<file path="src/rtl/adder_pkg.sv">
`default_nettype none
// ============================================================================
//  Package     : adder_pkg
//  Description : Shared defaults and the stage-record layout for the
//                pipelined ripple-carry adder.
//  Revision    : 1.0 - initial release
// ============================================================================
package adder_pkg;

  // Default operand width and pipeline depth for pipelined_adder
  localparam int ADD_WIDTH_DEF  = 16;
  localparam int ADD_STAGES_DEF = 4;

  // One pipeline slot at the default configuration. The top level keeps the
  // same fields per stage, but each stage trims sum_lo/a_hi/b_hi to the bits it
  // actually carries, so no register bit is dead.
  typedef struct packed {
    logic                     valid;
    logic                     carry;
    logic [ADD_WIDTH_DEF-1:0] sum_lo;
    logic [ADD_WIDTH_DEF-1:0] a_hi;
    logic [ADD_WIDTH_DEF-1:0] b_hi;
  } stage_rec_t;

endpackage
`default_nettype wire

</file>
<file path="src/rtl/add_chunk.sv">
`default_nettype none
// ============================================================================
//  Module      : add_chunk
//  Description : Combinational CHUNK-bit ripple of full-adder cells.
//  Revision    : 1.0 - initial release
// ============================================================================
module add_chunk #(
  parameter int CHUNK = 4
) (
  input  logic             cin,
  input  logic [CHUNK-1:0] a,
  input  logic [CHUNK-1:0] b,
  output logic [CHUNK-1:0] s,
  output logic             cout
);

  // Ripple the carry LSB to MSB through one full-adder cell per bit
  always_comb begin : p_ripple
    logic w_carry;
    s       = '0;
    w_carry = cin;
    for (int i = 0; i < CHUNK; i++) begin
      s[i]    = a[i] ^ b[i] ^ w_carry;
      w_carry = (a[i] & b[i]) | (w_carry & (a[i] ^ b[i]));
    end
    cout = w_carry;
  end

endmodule
`default_nettype wire

</file>
<file path="src/rtl/pipelined_adder.sv">
`default_nettype none
// ============================================================================
//  Module      : pipelined_adder
//  Description : Pipelined ripple-carry adder, sum = a + b + cin. WIDTH bits
//                are split into STAGES chunks; each stage adds one chunk and
//                registers the carry for the next. Valid/ready on both sides,
//                backpressure stalls the whole pipe.
//                Optional macro PIPELINED_ADDER_OVF_EN builds the signed
//                overflow register; without it ovf is tied low.
//  Revision    : 1.0 - initial release
// ============================================================================
module pipelined_adder
  import adder_pkg::*;
#(
  parameter int WIDTH  = ADD_WIDTH_DEF,
  parameter int STAGES = ADD_STAGES_DEF
) (
  input  logic             clk,
  input  logic             rst,
  input  logic             in_valid,
  output logic             in_ready,
  input  logic [WIDTH-1:0] a,
  input  logic [WIDTH-1:0] b,
  input  logic             cin,
  output logic             out_valid,
  input  logic             out_ready,
  output logic [WIDTH-1:0] sum,
  output logic             cout,
  output logic             ovf
);

  localparam int c_chunk = WIDTH / STAGES;

  if (WIDTH % STAGES != 0) begin : g_chk_div
    $error("pipelined_adder: WIDTH (%0d) must be a multiple of STAGES (%0d)", WIDTH, STAGES);
  end
  if (STAGES < 1 || STAGES > WIDTH) begin : g_chk_rng
    $error("pipelined_adder: STAGES (%0d) must lie in 1..WIDTH", STAGES);
  end

  // Whole pipe moves together: only a held result at the output can stop it
  logic w_adv;

  // Upper operand bits still waiting to be summed, carried behind stage k
  for (genvar k = 0; k < STAGES - 1; k++) begin : g_hi
    localparam int c_hw = WIDTH - (k + 1) * c_chunk;
    logic [c_hw-1:0] r_a_hi;
    logic [c_hw-1:0] r_b_hi;

    // Forward the untouched high operand bits with each real op
    always_ff @(posedge clk or posedge rst) begin
      if (rst) begin
        r_a_hi <= '0;
        r_b_hi <= '0;
      end else if (w_adv && g_stage[k].w_v_in) begin
        r_a_hi <= g_stage[k].w_a_in[WIDTH-k*c_chunk-1:c_chunk];
        r_b_hi <= g_stage[k].w_b_in[WIDTH-k*c_chunk-1:c_chunk];
      end
    end
  end

  for (genvar k = 0; k < STAGES; k++) begin : g_stage
    localparam int c_aw = WIDTH - k * c_chunk;   // operand bits entering stage k
    localparam int c_sw = (k + 1) * c_chunk;     // sum bits known after stage k

    logic [c_aw-1:0]    w_a_in;
    logic [c_aw-1:0]    w_b_in;
    logic               w_c_in;
    logic               w_v_in;
    logic [c_chunk-1:0] w_s;
    logic               w_co;
    logic [c_sw-1:0]    w_sum_nxt;
    logic               r_valid;
    logic               r_carry;
    logic [c_sw-1:0]    r_sum;

    if (k == 0) begin : g_src
      assign w_a_in    = a;
      assign w_b_in    = b;
      assign w_c_in    = cin;
      assign w_v_in    = in_valid;
      assign w_sum_nxt = w_s;
    end else begin : g_src
      assign w_a_in    = g_hi[k-1].r_a_hi;
      assign w_b_in    = g_hi[k-1].r_b_hi;
      assign w_c_in    = g_stage[k-1].r_carry;
      assign w_v_in    = g_stage[k-1].r_valid;
      assign w_sum_nxt = {w_s, g_stage[k-1].r_sum};
    end

    add_chunk #(
      .CHUNK (c_chunk)
    ) u_add (
      .cin  (w_c_in),
      .a    (w_a_in[c_chunk-1:0]),
      .b    (w_b_in[c_chunk-1:0]),
      .s    (w_s),
      .cout (w_co)
    );

    // Slot valid shifts on every advance so bubbles travel as empty slots
    always_ff @(posedge clk or posedge rst) begin
      if (rst) begin
        r_valid <= 1'b0;
      end else if (w_adv) begin
        r_valid <= w_v_in;
      end
    end

    // Carry and partial sum load only for real ops; bubbles leave them as-is
    always_ff @(posedge clk or posedge rst) begin
      if (rst) begin
        r_carry <= 1'b0;
        r_sum   <= '0;
      end else if (w_adv && w_v_in) begin
        r_carry <= w_co;
        r_sum   <= w_sum_nxt;
      end
    end
  end

  assign w_adv     = ~g_stage[STAGES-1].r_valid | out_ready;
  assign in_ready  = w_adv;
  assign out_valid = g_stage[STAGES-1].r_valid;
  assign sum       = g_stage[STAGES-1].r_sum;
  assign cout      = g_stage[STAGES-1].r_carry;

`ifdef PIPELINED_ADDER_OVF_EN
  logic r_ovf;
  logic w_ovf_nxt;

  // Top chunk holds both operand sign bits and the result sign bit
  assign w_ovf_nxt = (g_stage[STAGES-1].w_a_in[c_chunk-1] == g_stage[STAGES-1].w_b_in[c_chunk-1]) &
                     (g_stage[STAGES-1].w_s[c_chunk-1]    != g_stage[STAGES-1].w_a_in[c_chunk-1]);

  // Overflow flag travels with the final stage so it is valid with out_valid
  always_ff @(posedge clk or posedge rst) begin
    if (rst) begin
      r_ovf <= 1'b0;
    end else if (w_adv && g_stage[STAGES-1].w_v_in) begin
      r_ovf <= w_ovf_nxt;
    end
  end

  assign ovf = r_ovf;
`else
  assign ovf = 1'b0;
`endif

endmodule
`default_nettype wire

</file>
<file path="config.mk">
export PLATFORM = sky130hd
export DESIGN_NAME = pipelined_adder
export DESIGN_NICKNAME = d
export VERILOG_FILES = /design/src/rtl/adder_pkg.sv /design/src/rtl/add_chunk.sv /design/src/rtl/pipelined_adder.sv
export SDC_FILE = /design/constraint.sdc
export NUM_CORES = 1
export LEC_CHECK = 0
export CORE_MARGIN = 3
export CORE_UTILIZATION = 45
export DETAILED_ROUTE_END_ITERATION = 10
export GPL_TIMING_DRIVEN = 0
export HOLD_SLACK_MARGIN = 0.12
export PLACE_DENSITY = 0.65
export SLEW_MARGIN = 40
export SYNTH_ARGS = -nofsm -noshare
export SYNTH_HDL_FRONTEND = slang
export SYNTH_HIERARCHICAL = 1
export SYNTH_SLANG_ARGS = --single-unit
export TNS_END_PERCENT = 5
</file>
<file path="constraint.sdc">
create_clock -name clk -period 7.17 [get_ports clk]
set_input_delay 0.717 -clock clk [delete_from_list [all_inputs] [get_ports clk]]
set_output_delay 0.717 -clock clk [all_outputs]
set_load 0.05 [all_outputs]
</file>
==> reports/qor.csv, run 1 <==
metric,value,unit
power_density,454,nW/um2
cts_buffers,9,
async_flop_share,100,%
ys_warn_count,6,
post-route-util,57.2,%
vdd_drop_max,0.000201,V
grt_pass1_vias,2202,
path_cells,clkdlybuf4s50_1 > nor2b_4 > inv_8 > clkdlybuf4s50_1,
grt.met2_usage,20.8,%
avgSynthCellArea,16.8,um2
grt_max_degree,64,
fin_skew,0.0151,ns
postCtsSetupBuffers,0,
clk_path_buf_depth,2,
use_met1,18.5,%
dieArea,11200,um2
place_congestion,0.745,
clkSinkCount,96,
clockRootBuffer,clkbuf_8,
hold_violations,0,
crit_type,in2out,
synth.distinct_cells,14,
nets,388,
hold_class,reg2reg,
critical-path-top-delay-family,buffers and inverters,
setup_violations,0,
slowest_stage,clkdlybuf4s50_1,
firstDrtPassIters,2,
whs,0.503,ns
critPathArrivalTime,2.26,ns
syn2layout_area_growth,20.5,%
synth-seq-cells,96,
drive_above_1_share,36.2,%
synth_cells,268,
yosys-top-cells-area,"dfrtp_1 53%, mux2_4 26%, fa_1 7.1%",
critPathCaptureType,output port,
globalRouteMet3Util,3.16,%
r2r_slack,4.91,ns
min_to,g_hi[2].r_a_hi[2],
post_cts_resized,0,
core_area,9460,um2
max_slew_margin,66.8,%
crit_path_start_kind,input pin,
chipHeight,106,um
max_freq,336,MHz
postPlaceCellArea,5240,um2
ant_nets,0,
syn_area,4490,um2
num_rows,35,
start_util,47.5,%
vias,2085,
synth_most_common_cell,dfrtp_1,
status,completed,
finalCritPeriodShare,41.5,%
drv_cap,0,
synth_edf_count,0,
synth_top_area_cell,dfrtp_1,
io_pins,57,
p_leak,2.65,nW
port_buffers,55,
power,2.45,mW
diodes,0,
fp.dieW,106,um
totalNegativeSetupSlack,0,ns
crit_buf_inv,3,
ys_seq_area_share,53.5,%
ys_top_cells_by_count,"96 x dfrtp_1, 77 x mux2_4, 41 x inv_1",
holdPathStages,1,
min_from,g_hi[1].r_a_hi[6],
cts_hold_buffers,0,
reg2reg_from,g_hi[1].r_a_hi[0],
stdcell_area,5410,um2
synth_nets,321,
hpwl,4.96,mm
rsz0062_at_grt,no,
clkLatencyLatePin,0.35,ns
htreeDepth,3,
synth_ff_type,dfrtp_1,
required,6.45,ns
period_minus_slack,2.98,ns
top_usage_layer,met2,
tightest_slew,0.497,ns
grt_pass1_wl,11.5,mm
overflow,0,
grt_usage,13.4,%
clk_pin_slew,0.10,ns
max_stage_delay,0.82,ns
wl_per_cell,14.3,um
synth.top_cell.area_share,53.5,%
drt_iter0_markers,22,
crit_fanout,6,
drv_slew,0,
drc,0,
via_per_inst,4.45,
crit_top_cell,clkdlybuf4s50_1,
r2r_end,g_stage[2].r_sum[11],
reg2reg_depth,9,
cts_tree,done,
drt-total-wl,6.71,mm
antenna_found_initial,0,
flip-flops by register name (all words and copies together), names as in the netlist:
| name | flops |
|---|---|
| g_stage.r_valid | 3 |
| g_hi.r_a_hi | 24 |
| g_stage.r_carry | 3 |
| out_valid | 1 |
| g_hi.r_b_hi | 24 |
| cout | 1 |
| sum | 16 |
| g_stage.r_sum | 24 |
how the worst max path moves through the flow:
stage | startpoint | endpoint | cells after the start
after CTS | out_ready | in_ready | 4
final | out_ready | in_ready | 4
after floorplan | rst | cout | 1
after detailed placement | out_ready | in_ready | 4
after global routing | out_ready | in_ready | 4
after global placement | rst | g_hi[0].r_b_hi[7] | 2
area by class of cell:
| cell class | count | area, um2 |
|---|---|---|
| plain buffers | 9 | 168 |
| clock buffers | 11 | 131 |
| clock inverters | 5 | 41.3 |
| fillers | 785 | 4050 |
| inverters | 42 | 173 |
| multi-input cells | 121 | 1760 |
| flip-flops and latches | 96 | 2400 |
| well taps | 129 | 161 |
| repair buffers | 56 | 578 |
per-stage QoR:
step,cells,setup slack (ns)
2_1_floorplan,268,3.95
3_3_place_gp,452,2.52
3_5_place_dp,453,4.16
4_1_cts,469,4.16
5_1_grt,469,4.15
6_report,469,4.19
kinds of logic (layout without fill, tap and decap cells):
kind of cell | Yosys count | after routing | share of synthesized area (%)
simple gates | 12 | 12 | 2.37
flops | 96 | 96 | 53.5
buf+inv | 51 | 123 | 7.41
fa+ha+maj | 16 | 16 | 7.13
mux | 92 | 92 | 29.5
other cells | 1 | 1 | 0.0835
cell usage in the layout (no fill, tap or decap):
cell	netlist	routed
dfrtp_1	96	96
clkdlybuf4s50_1	0	55
buf_12	8	8
fa_1	16	16
clkinv_4	0	2
mux2_4	77	77
nand2_4	2	2
clkbuf_1	0	2
clkinvlp_4	0	2
nand2_1	6	6
inv_1	41	40
nor2b_4	1	1
or2b_1	1	1
conb_1	1	1
buf_16	0	1
inv_6	0	1
mux2_2	15	15
buf_4	1	1
inv_8	1	2
nand2_8	2	2
clkbuf_8	0	9
power breakdown:
group | switching (mW) | leakage (nW) | internal [mW] | total (mW)
Clock | 0.186 | 0.0801 | 0.129 | 0.315
Combinational | 0.517 | 1.44 | 0.674 | 1.19
Sequential | 0.157 | 1.12 | 0.792 | 0.949
per-layer routing:
| metal | part of all wire (%) | wire (um) | up-vias |
|---|---|---|---|
| met3 | 3.1 | 210 | 6 |
| li1 | - | - | 1001 |
| met5 | 0 | 0 | - |
| met4 | 1.4 | 91 | 0 |
| met1 | 47 | 3180 | 1039 |
| met2 | 48 | 3230 | 39 |
Note: power is estimated with default switching activity, not from simulation.
==> inputs of run 2 (changes only) <==
- PLACE_DENSITY: 0.65 -> 0.68
- clock period: 7.17 -> 2.4 ns (I/O delays scaled with it)
==> run 2 against run 1 <==
Against the previous run: global-route usage rose by 0.12 points; utilization grew 1.0 points; register-to-register slack got worse by 4.8 ns; worst hold slack lost 0.37 ns; die area unchanged; cell area rose by 1.8%; largest power group unchanged.
==> reports/qor.csv, run 2 (synthesis gave the netlist of run 1 again) <==
metric,value,unit,change
final_cell_count_no_fill,472,,was 469
reg2reg_from,g_hi[1].r_a_hi[0],,unchanged
p_int,4.92,mW,was 1.60 mW
core_area,9460,um2,unchanged
crit_type,reg2reg,,was in2out
grt_pass1_vias,2269,,"was 2,202"
vias,2125,,"was 2,085"
nets,391,,was 388
start_util,47.5,%,unchanged
period_minus_slack,2.24,ns,
cts_buffers,9,,unchanged
finalCritPeriodShare,93.4,%,
whs,0.136,ns,was 0.503 ns
reg_top3,"g_hi.r_a_hi x24, g_hi.r_b_hi x24, g_stage.r_sum x24",,unchanged
drc,0,,unchanged
power_density,1360,nW/um2,was 454 nW/um2
grt_pass1_wl,11.6,mm,was 11.5 mm
clkSinkCount,96,,unchanged
cts_tree,done,,unchanged
most-common-layout-cells,"96 x dfrtp_1, 77 x mux2_4, 55 x clkdlybuf4s50_1, 40 x inv_1, 16 x fa_1",,unchanged
cts_hold_buffers,0,,unchanged
antenna_found_initial,0,,unchanged
status,completed,,unchanged
p_comb_share,47.6,%,was 48.5%
setup_violations,0,,unchanged
rsz0062_at_grt,no,,unchanged
fin_skew,0.0132,ns,was 0.0151 ns
layout.cells.most_common,dfrtp_1,,unchanged
crit_path_start_kind,flop,,was input pin
power_frac_seq,37.9,%,was 38.7%
fp.dieW,106,um,unchanged
postCtsSetupBuffers,0,,unchanged
switching_share,34.4,%,was 35.0%
htreeDepth,3,,unchanged
fillers,795,,was 785
clk_pin_slew,0.09,ns,was 0.10 ns
hpwl,5.25,mm,was 4.96 mm
grt_max_degree,27,,was 64
hold_violations,0,,unchanged
power,7.49,mW,was 2.45 mW
drt-total-wl,6.83,mm,was 6.71 mm
drt_iter0_markers,45,,was 22
required,2.70,ns,was 6.45 ns
placed_cells,456,,was 453
max_freq,446,MHz,
reg2reg_depth,9,,unchanged
post_cts_resized,0,,unchanged
max_slew_margin,66.4,%,was 66.8%
crit_fanout,2,,was 6
switching_power,2.57,mW,was 860 uW
tightest_slew,0.502,ns,was 0.497 ns
critPathArrivalTime,2.54,ns,was 2.26 ns
drive_above_1_share,37.3,%,was 36.2%
grt_usage,13.5,%,was 13.4%
totalNegativeSetupSlack,0,ns,unchanged
drv_slew,0,,unchanged
dieArea,11200,um2,unchanged
diodes,0,,unchanged
critPathCaptureType,flop,,was output port
r2r_end,g_stage[2].r_sum[11],,unchanged
clockRootBuffer,clkbuf_8,,unchanged
post-route-util,58.2,%,was 57.2%
power_frac_clock,14.5,%,was 12.8%
firstDrtPassIters,3,,was 2
vdd_drop_max,0.000538,V,was 0.000201 V
wl_per_cell,14.5,um,was 14.3 um
num_rows,35,,unchanged
via_per_inst,4.50,,was 4.45
hold_class,in2async,,was reg2reg
syn2layout_area_growth,22.7,%,was 20.5%
p_leak,2.69,nW,was 2.65 nW
drv_cap,0,,unchanged
clkLatencyLatePin,0.35,ns,about the same
ant_nets,0,,unchanged
overflow,0,,unchanged
clk_path_buf_depth,2,,unchanged
chipHeight,106,um,unchanged
port_buffers,55,,unchanged
io_pins,57,,unchanged
r2r_slack,0.16,ns,was 4.91 ns
place_congestion,0.730,,was 0.745
==> run 2: changes by cell type in the layout (fill, tap and decap cells not counted) <==
| cell | delta |
|---|---|
| clkbuf_1 | -2 |
| clkinv_4 | -1 |
| clkinvlp_4 | +1 |
| clkbuf_8 | +2 |
| inv_8 | -1 |
| buf_12 | +3 |
| bufinv_16 | +1 |
==> run 2: power groups by stage <==
stage	registers, mW	logic (mW)	clock network (mW)
floorplan	3.28	2.33	0
global placement	2.85	3.51	0
detailed placement	2.90	3.62	0
CTS	2.86	3.63	1.13
global route	2.96	3.85	1.19
finish	2.84	3.56	1.09
==> run 2: area by class of cell <==
type	instances	area, um2	share of cell area, %
flip-flops and latches	96	2400	43.6
multi-input cells	121	1760	31.9
repair buffers	59	638	11.6
well taps	129	161	2.93
inverters	42	169	3.07
clock inverters	5	62.6	1.14
clock buffers	11	151	2.75
plain buffers	9	168	3.04
==> run 2: metal layers <==
layer	GRT usage [%]	share of wire, %	wire length, um
met2	21.0	47	3220
met4	5.27	1.8	123
met3	3.52	4.0	271
met5	0	0	0
met1	18.3	47	3210
==> run 2: how the worst max path moves through the flow <==
stage                      endpoint  depth (start not counted)              start  slack (ns)
6_report       g_stage[2].r_sum[11]                          9  g_hi[1].r_a_hi[0]        0.16
4_1_cts        g_stage[2].r_sum[11]                          9  g_hi[1].r_a_hi[0]        0.14
5_1_grt        g_stage[2].r_sum[11]                          9  g_hi[1].r_a_hi[0]        0.03
3_3_place_gp    g_stage[0].r_sum[3]                         10               a[0]       -0.05
2_1_floorplan               sum[15]                          9  g_hi[2].r_a_hi[0]        0.32
3_5_place_dp    g_stage[0].r_sum[3]                         10               a[0]       -0.09
==> run 2: critical path, stage by stage (launching register included) <==
cell and delay, ns:
dfrtp_1 0.42, fa_1 0.41, inv_1 0.07, fa_1 0.16, inv_1 0.05, fa_1 0.35, inv_1 0.08, fa_1 0.40
inv_1 0.10, mux2_4 0.14
==> run 2: stage by stage <==
step,setup slack (ns),instance area [um2]
CTS,0.137,5510
detailed placement,-0.0945,5290
global route,0.0345,5510
finish,0.157,5510
global placement,-0.0513,5210
floorplan,0.319,4490
==> inputs of run 3 (changes only) <==
- CTS_CLUSTER_SIZE: unset -> 16
==> results of run 3 <==
No change in the layout: final DEF, timing and power equal those of run 2.
